`config.mk`:
```
export PLATFORM = sky130hd
export DESIGN_NAME = signal_phase_scheduler_flat
export DESIGN_NICKNAME = d
export VERILOG_FILES = /design/src/rtl/signal_phase_scheduler_if.sv /design/src/rtl/signal_phase_scheduler.sv /design/src/flat_wrapper.sv
export SDC_FILE = /design/constraint.sdc
export NUM_CORES = 1
export LEC_CHECK = 0
export CORE_MARGIN = 4
export CORE_UTILIZATION = 32
export CTS_CLUSTER_SIZE = 28
export DETAILED_ROUTE_END_ITERATION = 8
export GPL_TIMING_DRIVEN = 0
export MAX_ROUTING_LAYER = met4
export SLEW_MARGIN = 20
export SYNTH_ARGS = -nofsm -noshare
export SYNTH_HDL_FRONTEND = slang
export SYNTH_SLANG_ARGS = --single-unit
```
`constraint.sdc`:
```
create_clock -name clk -period 3.5 [get_ports clk]
set_input_delay 0.7 -clock clk [delete_from_list [all_inputs] [get_ports clk]]
set_output_delay 0.7 -clock clk [all_outputs]
set_load 0.02 [all_outputs]
```
`src/rtl/signal_phase_scheduler_if.sv`:
```
// -----------------------------------------------------------------------------
// signal_phase_scheduler_if
//
// Bundle between the phase scheduler and its environment (timebase, request
// sensors, light-board enables and the countdown display driver).
// Member suffixes follow the scheduler's point of view: _i is driven into the
// scheduler, _o is driven by it.
//
//   tick_i         timebase strobe, one clk per timer tick
//   load_req_i     per-board density request (level)
//   emer_req_i     per-board emergency request (level)
//   grant_o        one-hot green enable per board
//   amber_o        one-hot amber enable per board
//   all_red_o      high while in the all-red clearance phase
//   cur_board_o    board currently or most recently served
//   phase_o        00 ALL_RED, 01 GREEN, 10 AMBER
//   countdown_o    ticks remaining in the current phase
//   emer_active_o  current green was granted by an emergency request
//
// Modports:
//   master  environment side (drives requests and tick, observes outputs)
//   slave   scheduler side
// -----------------------------------------------------------------------------
interface signal_phase_scheduler_if;

    logic       tick_i;
    logic [3:0] load_req_i;
    logic [3:0] emer_req_i;
    logic [3:0] grant_o;
    logic [3:0] amber_o;
    logic       all_red_o;
    logic [1:0] cur_board_o;
    logic [1:0] phase_o;
    logic [7:0] countdown_o;
    logic       emer_active_o;

    modport master (
        output tick_i,
        output load_req_i,
        output emer_req_i,
        input  grant_o,
        input  amber_o,
        input  all_red_o,
        input  cur_board_o,
        input  phase_o,
        input  countdown_o,
        input  emer_active_o
    );

    modport slave (
        input  tick_i,
        input  load_req_i,
        input  emer_req_i,
        output grant_o,
        output amber_o,
        output all_red_o,
        output cur_board_o,
        output phase_o,
        output countdown_o,
        output emer_active_o
    );

endinterface

```
`src/rtl/signal_phase_scheduler.sv`:
```
// -----------------------------------------------------------------------------
// signal_phase_scheduler
//
// Walks the four intersection light boards (B, L, F, R = 0..3) through timed
// GREEN -> AMBER -> ALL_RED phases. The served board is picked on the
// ALL_RED -> GREEN edge: emergency first (lowest index), then density
// requests scanned round-robin from the board after the current one, then
// plain round-robin. An emergency on the served board holds its green; an
// emergency on any other board cuts the green short into AMBER.
//
// State table:
//   phase   | meaning
//   --------+-------------------------------------------------------------
//   ALL_RED | clearance, all boards red; selection happens on its last tick
//   GREEN   | cur_board has green, may be held or preempted by emergencies
//   AMBER   | cur_board has amber, fixed length, never altered
//
// Ports:
//   clk    system clock
//   rst_n  asynchronous active-low reset
//   bus    signal_phase_scheduler_if.slave (tick, requests, enables, status)
//
// All outputs are decoded from registered state only, so they change on the
// same edge as the phase and carry no combinational path from the inputs.
// -----------------------------------------------------------------------------
module signal_phase_scheduler #(
    parameter int unsigned GREEN_TICKS  = 16,
    parameter int unsigned AMBER_TICKS  = 4,
    parameter int unsigned ALLRED_TICKS = 2
) (
    input  logic                     clk,
    input  logic                     rst_n,
    signal_phase_scheduler_if.slave  bus
);

    typedef enum logic [1:0] {
        PH_ALLRED = 2'b00,
        PH_GREEN  = 2'b01,
        PH_AMBER  = 2'b10
    } phase_e;

    localparam logic [7:0] GREEN_LOAD  = 8'(GREEN_TICKS);
    localparam logic [7:0] AMBER_LOAD  = 8'(AMBER_TICKS);
    localparam logic [7:0] ALLRED_LOAD = 8'(ALLRED_TICKS);

    phase_e     phase_q, phase_d;
    logic [1:0] board_q, board_d;
    logic [7:0] cnt_q,   cnt_d;
    logic       emer_q,  emer_d;

    // next-board selection
    logic [1:0] sel_board;
    logic       sel_emer;
    logic [1:0] scan_idx;

    // timer and request qualifiers
    logic       cnt_last;
    logic [7:0] cnt_dec;
    logic [3:0] cur_onehot;
    logic       emer_cur;
    logic       emer_other;

    // decoded outputs
    logic [3:0] grant_c;
    logic [3:0] amber_c;
    logic       all_red_c;

    // -------------------------------------------------------------------------
    // Timer and request qualifiers
    // -------------------------------------------------------------------------
    assign cnt_last   = bus.tick_i && (cnt_q == 8'd1);
    assign cnt_dec    = cnt_q - 8'd1;
    assign cur_onehot = 4'b0001 << board_q;
    assign emer_cur   = |(bus.emer_req_i & cur_onehot);
    assign emer_other = |(bus.emer_req_i & ~cur_onehot);

    // -------------------------------------------------------------------------
    // Next-board selection. Only consumed on the ALL_RED -> GREEN edge.
    // Both loops run high-to-low so the last match (the winner) is the lowest
    // emergency index, or the nearest load request after board_q.
    // -------------------------------------------------------------------------
    always_comb begin
        sel_board = board_q + 2'd1;
        sel_emer  = 1'b0;
        scan_idx  = board_q;
        if (|bus.emer_req_i) begin
            sel_emer = 1'b1;
            for (int i = 3; i >= 0; i--) begin
                if (bus.emer_req_i[i]) begin
                    sel_board = 2'(i);
                end
            end
        end else if (|bus.load_req_i) begin
            // k = 4 wraps to board_q itself, so it is scanned last
            for (int k = 4; k >= 1; k--) begin
                scan_idx = board_q + 2'(k);
                if (bus.load_req_i[scan_idx]) begin
                    sel_board = scan_idx;
                end
            end
        end
    end

    // -------------------------------------------------------------------------
    // State register
    // -------------------------------------------------------------------------
    always_ff @(posedge clk or negedge rst_n) begin
        if (!rst_n) begin
            phase_q <= PH_ALLRED;
            board_q <= 2'd3;
            cnt_q   <= ALLRED_LOAD;
            emer_q  <= 1'b0;
        end else begin
            phase_q <= phase_d;
            board_q <= board_d;
            cnt_q   <= cnt_d;
            emer_q  <= emer_d;
        end
    end

    // -------------------------------------------------------------------------
    // Next-state logic
    // -------------------------------------------------------------------------
    always_comb begin
        phase_d = phase_q;
        board_d = board_q;
        cnt_d   = cnt_q;
        emer_d  = emer_q;

        unique case (phase_q)
            PH_ALLRED: begin
                if (cnt_last) begin
                    phase_d = PH_GREEN;
                    board_d = sel_board;
                    emer_d  = sel_emer;
                    cnt_d   = GREEN_LOAD;
                end else if (bus.tick_i) begin
                    cnt_d = cnt_dec;
                end
            end

            PH_GREEN: begin
                if (emer_cur) begin
                    // hold: the count is re-armed each tick so it never expires
                    if (bus.tick_i) begin
                        cnt_d = GREEN_LOAD;
                    end
                end else if (emer_other || cnt_last) begin
                    // preemption and expiry on the same edge collapse into one
                    phase_d = PH_AMBER;
                    cnt_d   = AMBER_LOAD;
                    emer_d  = 1'b0;
                end else if (bus.tick_i) begin
                    cnt_d = cnt_dec;
                end
            end

            PH_AMBER: begin
                if (cnt_last) begin
                    phase_d = PH_ALLRED;
                    cnt_d   = ALLRED_LOAD;
                end else if (bus.tick_i) begin
                    cnt_d = cnt_dec;
                end
            end

            default: begin
                // unused encoding: recover into clearance
                phase_d = PH_ALLRED;
                cnt_d   = ALLRED_LOAD;
                emer_d  = 1'b0;
            end
        endcase
    end

    // -------------------------------------------------------------------------
    // Output decode (registered state only)
    // -------------------------------------------------------------------------
    always_comb begin
        grant_c   = 4'b0000;
        amber_c   = 4'b0000;
        all_red_c = 1'b0;
        unique case (phase_q)
            PH_GREEN:  grant_c   = cur_onehot;
            PH_AMBER:  amber_c   = cur_onehot;
            default:   all_red_c = 1'b1;
        endcase
    end

    assign bus.grant_o       = grant_c;
    assign bus.amber_o       = amber_c;
    assign bus.all_red_o     = all_red_c;
    assign bus.cur_board_o   = board_q;
    assign bus.phase_o       = phase_q;
    assign bus.countdown_o   = cnt_q;
    assign bus.emer_active_o = emer_q;

endmodule
```
`src/flat_wrapper.sv`:
```
// flat-port wrapper written by rule: the top's interface ports become plain ports
module signal_phase_scheduler_flat 
#(
    parameter int unsigned GREEN_TICKS  = 16,
    parameter int unsigned AMBER_TICKS  = 4,
    parameter int unsigned ALLRED_TICKS = 2
)
  (clk, rst_n, bus_tick_i, bus_load_req_i, bus_emer_req_i, bus_grant_o, bus_amber_o, bus_all_red_o, bus_cur_board_o, bus_phase_o, bus_countdown_o, bus_emer_active_o);
  signal_phase_scheduler_if bus_i ();
  input  logic clk;
  input  logic rst_n;
  input wire logic [$bits(bus_i.tick_i)-1:0] bus_tick_i;
  input wire logic [$bits(bus_i.load_req_i)-1:0] bus_load_req_i;
  input wire logic [$bits(bus_i.emer_req_i)-1:0] bus_emer_req_i;
  output wire logic [$bits(bus_i.grant_o)-1:0] bus_grant_o;
  output wire logic [$bits(bus_i.amber_o)-1:0] bus_amber_o;
  output wire logic [$bits(bus_i.all_red_o)-1:0] bus_all_red_o;
  output wire logic [$bits(bus_i.cur_board_o)-1:0] bus_cur_board_o;
  output wire logic [$bits(bus_i.phase_o)-1:0] bus_phase_o;
  output wire logic [$bits(bus_i.countdown_o)-1:0] bus_countdown_o;
  output wire logic [$bits(bus_i.emer_active_o)-1:0] bus_emer_active_o;
  assign bus_i.tick_i = bus_tick_i;
  assign bus_i.load_req_i = bus_load_req_i;
  assign bus_i.emer_req_i = bus_emer_req_i;
  assign bus_grant_o = bus_i.grant_o;
  assign bus_amber_o = bus_i.amber_o;
  assign bus_all_red_o = bus_i.all_red_o;
  assign bus_cur_board_o = bus_i.cur_board_o;
  assign bus_phase_o = bus_i.phase_o;
  assign bus_countdown_o = bus_i.countdown_o;
  assign bus_emer_active_o = bus_i.emer_active_o;
  signal_phase_scheduler #(.GREEN_TICKS(GREEN_TICKS), .AMBER_TICKS(AMBER_TICKS), .ALLRED_TICKS(ALLRED_TICKS)) u_core (.clk(clk), .rst_n(rst_n), .bus(bus_i));
endmodule
```
==> metrics.md, run 1 <==
| Metric | Value |
|---|---|
| Post-synth ARST share | `100%` |
| Setup Total Neg Slack | `0 ns` |
| Hold-fix buffers at CTS | `0` |
| Kind of path behind the tightest hold check | `register to register` |
| Dominant synthesized flop cell | `dfrtp_1` |
| Critical Path Source Type | `register` |
| Count of placed standard cells in the final layout, fillers left out | `231` |
| Sink Count | `13` |
| Fraction of the yosys area taken by sequential cells | `26.4%` |
| Least-Margin Pin Slew | `0.831 ns` |
| Site row count | `22` |
| Cell area reported after detailed placement | `1630 sq um` |
| Die ar. | `4970 sq um` |
| Ratio of cells with drive above 1 in the final layout | `8.20%` |
| Adder-cell share of the synthesized area | `11.0%` |
| Buffers added on ports | `32` |
| Number of synthesized flops with an enable pin | `0` |
| Setup repair after global routing missed its margin | `false` |
| Largest fanout on the critical path | `10` |
| Post-DR wirelength/cell | `14.0 um` |
| Setup WS pre-CTS | `0.441 ns` |
| Leakage power | `0.000653 uW` |
| Die width | `70.5 um` |
| Initial DRC count | `88` |
| Synth Register Bits | `13` |
| Cell variety after synth | `47` |
| Number of setup violations in the final report | `0` |
| Placed Instances | `227` |
| Mapped cell area | `1250 sq um` |
| Tot GR Track Use | `14.0%` |
| Worst-case clock skew | `0.00401 ns` |
| Power density over cell area | `730 nW/um^2` |
| Detailed-route vias per instance | `5.34` |
| Global-route congestion overflow total | `0` |
| Clock slew at the register clock pins of the worst setup and hold paths | `0.06 ns` |
| Final ANT Viol Nets | `0` |
| Post-synthesis cell count | `147` |
| Final hold vios | `0` |
| CTS HTree Levels | `1` |
| Fin. max-slew vios | `0` |
| Cell type contributing the most total cell area after synthesis | `dfrtp_1` |
| Outcome | `completed` |
| Mean area per synthesized cell | `8.49 sq um` |
| Compound-gate portion of the synthesized area | `24.1%` |
| Die height | `70.5 um` |
| Via count of the first global-routing pass | `1,154` |
| Wire length of the first global-routing pass | `5530 um` |
| Synth Area in Simple Gates | `23.5%` |
| Cell family contributing the most delay on the critical path | `buffers and inverters` |
| Critical Path Sink Type | `output port` |
| Cell types occupying the most area after synthesis | `dfrtp_1, ha_1, dfstp_2` |
| Cell with the largest stage delay on the worst path | `dfstp_2` |
| Max-Cap Viols | `0` |
| Peak supply drop | `369 uV` |
| Core outline area | `3720 sq um` |
| I/O pin cnt | `33` |
| # nets final | `206` |
| TritonCTS Buffers | `3` |
| Final min period | `3.02 ns` |
| Maximum clock insertion buffer count | `2` |
| Arrival time of the worst setup path | `2.32 ns` |
| Post-CTS setup buffer count | `0` |
| Multiplexer fraction of the synthesized cell area | `8.02%` |
| Final worst setup slack | `0.481 ns` |
| Clock latency reported for the late side of the worst-skew pair | `0.25 ns` |
| Sequence of cells on the critical path | `clkbuf_1 > inv_1 > ha_1 > and2_1 > clkdlybuf4s50_1` |
| Synthesized Nets | `169` |
| Clock tree from TritonCTS | `done` |
| Diode count | `0` |
| Most repeated cell in the gate-level netlist after synthesis | `nor2_1` |
| Fill count | `376` |
| Via total after detailed routing | `1,234` |
| Yosys synthesis warning count | `0` |
| Cell chosen for the clock root | `clkbuf_8` |
| DPL Wire Length | `2520 um` |
| Finished Cell Area | `1680 sq um` |
| Starting density of the core | `33.6%` |
| Area growth, synth to finish | `34.2%` |
| Drt pass-1 iters | `4` |
| Post-route DRC | `0` |
| PostCTS Resize Cnt | `0` |
| Global placer's final weighted congestion | `0.827` |
| Most common library cells after synthesis | `nor2_1, a21oi_1, inv_1, ha_1, dfrtp_1` |
| Post-Synth XOR/XNOR Area | `1.40%` |
| Share of the synthesized area in the top cell type | `20.0%` |
| Startpoint-to-endpoint class of the critical path | `register to output port` |
| Buffers and inverters on the worst path | `3` |
| Overall routed net length | `3230 um` |
| Achievable clock frequency | `0.331 GHz` |
| Antenna violations before repair | `0` |
| Dominant combinational cell family by area after synthesis | `compound AO/OA/AOI/OAI gates` |
| Endpoint required time on the critical path | `2.80 ns` |
| Delay of the slowest cell on the worst path | `0.56 ns` |
| Worst rel slew slack | `44.2%` |
| Final cycle utilization of the critical path | `86.3%` |
| Pin count of the biggest net entering global routing | `14` |
-- per-layer routing --
layer  wire [um]  up-vias  global-route usage [%]
met5           0        -                       -
met4          46        0                    4.47
met3         114        5                    3.02
met2        1500       24                    21.0
met1        1570      591                    18.8
li1            -      614                       -
-- final cells by class --
type | instances | area [sq um] | share of cell area (%)
Clock buffer | 4 | 45.0 | 2.69
Inverter | 12 | 45.0 | 2.69
Sequential cell | 13 | 329 | 19.6
Tap cell | 48 | 60.1 | 3.58
Buffer | 6 | 23.8 | 1.42
Multi-Input combinational cell | 116 | 852 | 50.9
Timing Repair Buffer | 32 | 320 | 19.1
-- path summary, 6_finish.rpt --
kind                       cells past startpoint                       from                        end  slack, ns
max                                            5  u_core.bus.cur_board_o[0]             bus_amber_o[2]       0.48
min                                            1   u_core.bus.emer_active_o   u_core.bus.emer_active_o       0.55
max reg2reg                                    9  u_core.bus.cur_board_o[0]  u_core.bus.countdown_o[7]       0.60
min reg2reg                                    1   u_core.bus.emer_active_o   u_core.bus.emer_active_o       0.55
max in group asynchronous                      1                      rst_n      u_core.bus.phase_o[1]       2.24
min in group asynchronous                      1                      rst_n  u_core.bus.countdown_o[3]       0.85
-- power by group --
group	internal (uW)	switching [uW]
sequential	225	88.7
clock	80.7	59.8
combinational	367	402
-- cells by family after synthesis --
family | Yosys count
and+or+nand+nor | 52
AOI/OAI and AO/OA | 44
buffers and inverters | 18
DFF | 13
adders and majority gates | 11
muxes | 7
xor gates and xnor gates | 2
-- per-stage QoR --
stage | hold slack, ns | util (%) | power, uW
detailed placement | 0.530 | 43.8 | 1090
floorplan | 0.404 | - | 804
CTS | 0.552 | 45.1 | 1230
global route | 0.595 | 45.1 | 1330
finish | 0.549 | 45.1 | 1220
global placement | 0.525 | 43.8 | 1070
-- cells in the final DEF (no fill, tap or decap), types with 4 or more instances in the layout --
master | netlist | final
clkbuf_1 | 5 | 6
ha_1 | 11 | 11
inv_1 | 12 | 12
a21oi_1 | 13 | 13
dfrtp_1 | 10 | 10
nor2_1 | 14 | 14
nand2_1 | 8 | 8
mux2_2 | 4 | 4
and2_1 | 7 | 7
nor2b_1 | 4 | 4
clkdlybuf4s50_1 | 0 | 32
o21ai_0 | 4 | 4
-- state kept, by name (all words and copies together) (netlist names) --
signal and cells:
u_core.bus.countdown_o 8, u_core.bus.cur_board_o 2, u_core.bus.phase_o 2, u_core.bus.emer_active_o 1
No activity file was read; power rests on OpenSTA's default activity.
==> run 2, diff against run 1 <==
--- a/config.mk
+++ b/config.mk
@@ -9,7 +9,7 @@
 export CORE_UTILIZATION = 32
 export CTS_CLUSTER_SIZE = 28
 export DETAILED_ROUTE_END_ITERATION = 8
-export GPL_TIMING_DRIVEN = 0
+export GPL_TIMING_DRIVEN = 1
 export MAX_ROUTING_LAYER = met4
 export SLEW_MARGIN = 20
 export SYNTH_ARGS = -nofsm -noshare
==> run 2 against run 1 <==
Compared with the run above:
- setup slack better by 0.29 ns
- via count shrank 2.2%
- register-to-register slack gained 0.42 ns
- sequential power is 4% higher
- sequential share of layout area is 0.12 points higher
- critical path type unchanged
- largest cell class unchanged
==> metrics.md, run 2 (synthesized netlist as in run 1, its figures left out) <==
| Metric | Value |
|---|---|
| Setup Total Neg Slack | `0 ns (unchanged)` |
| I/O pin cnt | `33 (unchanged)` |
| Finished Cell Area | `1670 sq um (was 1680 sq um)` |
| CP Capture Point | `bus_amber_o[0] (was bus_amber_o[2])` |
| Site row count | `22 (unchanged)` |
| Least-Margin Pin Slew | `0.709 ns (was 0.831 ns)` |
| Number of flip-flops under the largest register name | `8 (unchanged)` |
| Initial DRC count | `128 (was 88)` |
| Power density over cell area | `739 nW/um^2 (was 730 nW/um^2)` |
| Largest fanout on the critical path | `10 (unchanged)` |
| Post-CTS setup buffer count | `0 (unchanged)` |
| Final ANT Viol Nets | `0 (unchanged)` |
| Die ar. | `4970 sq um (unchanged)` |
| Overall routed net length | `3270 um (was 3230 um)` |
| Leakage power | `0.000655 uW (was 0.000653 uW)` |
| Critical R2R Capture | `u_core.bus.countdown_o[7] (unchanged)` |
| Clock tree from TritonCTS | `done (unchanged)` |
| Fin. max-slew vios | `0 (unchanged)` |
| Combinational group share of total power | `61.9% (was 62.9%)` |
| Startpoint-to-endpoint class of the critical path | `register to output port (unchanged)` |
| Kind of path behind the tightest hold check | `register to register (unchanged)` |
| Max-Cap Viols | `0 (unchanged)` |
| Utilization after layout | `44.8% (was 45.1%)` |
| Setup WS pre-CTS | `0.676 ns (was 0.441 ns)` |
| DPL Wire Length | `2540 um (was 2520 um)` |
| Clock latency reported for the late side of the worst-skew pair | `0.25 ns (about the same)` |
| Internal reg-to-reg setup slack | `1.02 ns (was 0.60 ns)` |
| PostCTS Resize Cnt | `0 (unchanged)` |
| Ratio of cells with drive above 1 in the final layout | `8.94% (was 8.20%)` |
| Timing startpoint of the critical path | `u_core.bus.phase_o[0] (was u_core.bus.cur_board_o[0])` |
| Maximum clock insertion buffer count | `2 (unchanged)` |
| Most common cell after layout, fill and taps aside | `clkdlybuf4s50_1 (unchanged)` |
| Worst rel slew slack | `52.5% (was 44.2%)` |
| Sequential share of power | `26.6% (was 25.6%)` |
| Clock slew at the register clock pins of the worst setup and hold paths | `0.06 ns (about the same)` |
| Reg-to-Reg Start | `u_core.bus.cur_board_o[0] (unchanged)` |
| TritonCTS Buffers | `3 (unchanged)` |
| Area growth, synth to finish | `33.4% (was 34.2%)` |
| Post-route DRC | `0 (unchanged)` |
| Sequential standard cell area | `329 sq um (unchanged)` |
| Peak supply drop | `345 uV (was 369 uV)` |
| Outcome | `completed (unchanged)` |
| Pin count of the biggest net entering global routing | `14 (unchanged)` |
| Worst reg2reg path depth | `7 (was 9)` |
| Wire length of the first global-routing pass | `5730 um (was 5530 um)` |
| Drt pass-1 iters | `4 (unchanged)` |
| Clock Power Share | `11.5% (about the same)` |
| Hold-fix buffers at CTS | `0 (unchanged)` |
| Final worst setup slack | `0.770 ns (was 0.481 ns)` |
| Switching share of power | `45.3% (was 45.0%)` |
| Post-DR wirelength/cell | `14.4 um (was 14.0 um)` |
| Tot GR Track Use | `14.4% (was 14.0%)` |
| Die width | `70.5 um (unchanged)` |
| Buffers added on ports | `32 (unchanged)` |
| Multi-input gate area | `851 sq um (was 852 sq um)` |
| Starting density of the core | `33.6% (unchanged)` |
| Core outline area | `3720 sq um (unchanged)` |
| Global-route congestion overflow total | `0 (unchanged)` |
| Critical Path Sink Type | `output port (unchanged)` |
| Cell area reported after detailed placement | `1620 sq um (was 1630 sq um)` |
| Power consumption | `1230 uW (was 1220 uW)` |
| Via total after detailed routing | `1,207 (was 1,234)` |
| Commonest non-fill, non-tap cells in the layout | `clkdlybuf4s50_1, nor2_1, a21oi_1 (unchanged)` |
| Worst-case clock skew | `0.00141 ns (was 0.00401 ns)` |
| Achievable clock frequency | `0.366 GHz (was 0.331 GHz)` |
| Die height | `70.5 um (unchanged)` |
| Final hold vios | `0 (unchanged)` |
| Number of setup violations in the final report | `0 (unchanged)` |
| Endpoint required time on the critical path | `2.80 ns (about the same)` |
| Fill count | `386 (was 376)` |
| Final cycle utilization of the critical path | `78.0% (was 86.3%)` |
| Detailed-route vias per instance | `5.32 (was 5.34)` |
| Setup repair after global routing missed its margin | `false (unchanged)` |
| Sw Pwr | `557 uW (was 550 uW)` |
| Global placer's final weighted congestion | `0.886 (was 0.827)` |
| Pint | `674 uW (was 673 uW)` |
| Via count of the first global-routing pass | `1,193 (was 1,154)` |
| Arrival time of the worst setup path | `2.03 ns (was 2.32 ns)` |
| Cell chosen for the clock root | `clkbuf_8 (unchanged)` |
| # nets final | `202 (was 206)` |
| Antenna violations before repair | `0 (unchanged)` |
| Sink Count | `13 (unchanged)` |
| Diode count | `0 (unchanged)` |
| CTS HTree Levels | `1 (unchanged)` |
| Final min period | `2.73 ns (was 3.02 ns)` |
| Critical Path Source Type | `register (unchanged)` |
[run 2: cell count changes in the layout (fill, tap and decap cells not counted), sizes merged]
| cell | before | now |
|---|---|---|
| buf | 1 | 2 |
| clkbuf | 9 | 4 |
[run 2: metrics by stage]
step,cells,hold WS [ns]
after detailed placement,223,0.527
after CTS,227,0.545
after global routing,227,0.579
after floorplan,147,0.404
final,227,0.540
after global placement,223,0.520
[run 2: worst max-delay path: stages, from the launching register on]
cell and delay, ns:
dfrtp_1 0.43, inv_1 0.12, ha_1 0.36, inv_1 0.12, nor2_1 0.14, clkdlybuf4s50_1 0.61
[run 2: power groups by stage]
stage | clock network, uW | logic [uW] | registers [uW]
2_1_floorplan | 0 | 433 | 371
3_3_place_gp | 0 | 756 | 331
3_5_place_dp | 0 | 764 | 329
4_1_cts | 146 | 767 | 328
5_1_grt | 151 | 846 | 347
6_report | 142 | 762 | 327
[run 2: metal layers]
metal,global-route usage [%],wire length (um)
met1,19.0,1520
met2,23.4,1590
met3,1.87,136
met4,3.19,25
met5,-,0
[run 2: layout make-up]
class	count	area share, %
clock buffer	4	2.70
inverter	12	2.70
multi-input combinational	116	51.1
sequential	13	19.8
tap	48	3.61
timing repair buffer	34	20.1
[run 2: worst min path at each step]
stage	from	to	slack [ns]	depth (start not counted)
after floorplan	rst_n	u_core.bus.countdown_o[0]	0.40	0
after global placement	u_core.bus.emer_active_o	u_core.bus.emer_active_o	0.52	1
after detailed placement	u_core.bus.emer_active_o	u_core.bus.emer_active_o	0.53	1
after CTS	u_core.bus.emer_active_o	u_core.bus.emer_active_o	0.55	1
after global routing	u_core.bus.emer_active_o	u_core.bus.emer_active_o	0.58	1
final	u_core.bus.emer_active_o	u_core.bus.emer_active_o	0.54	1
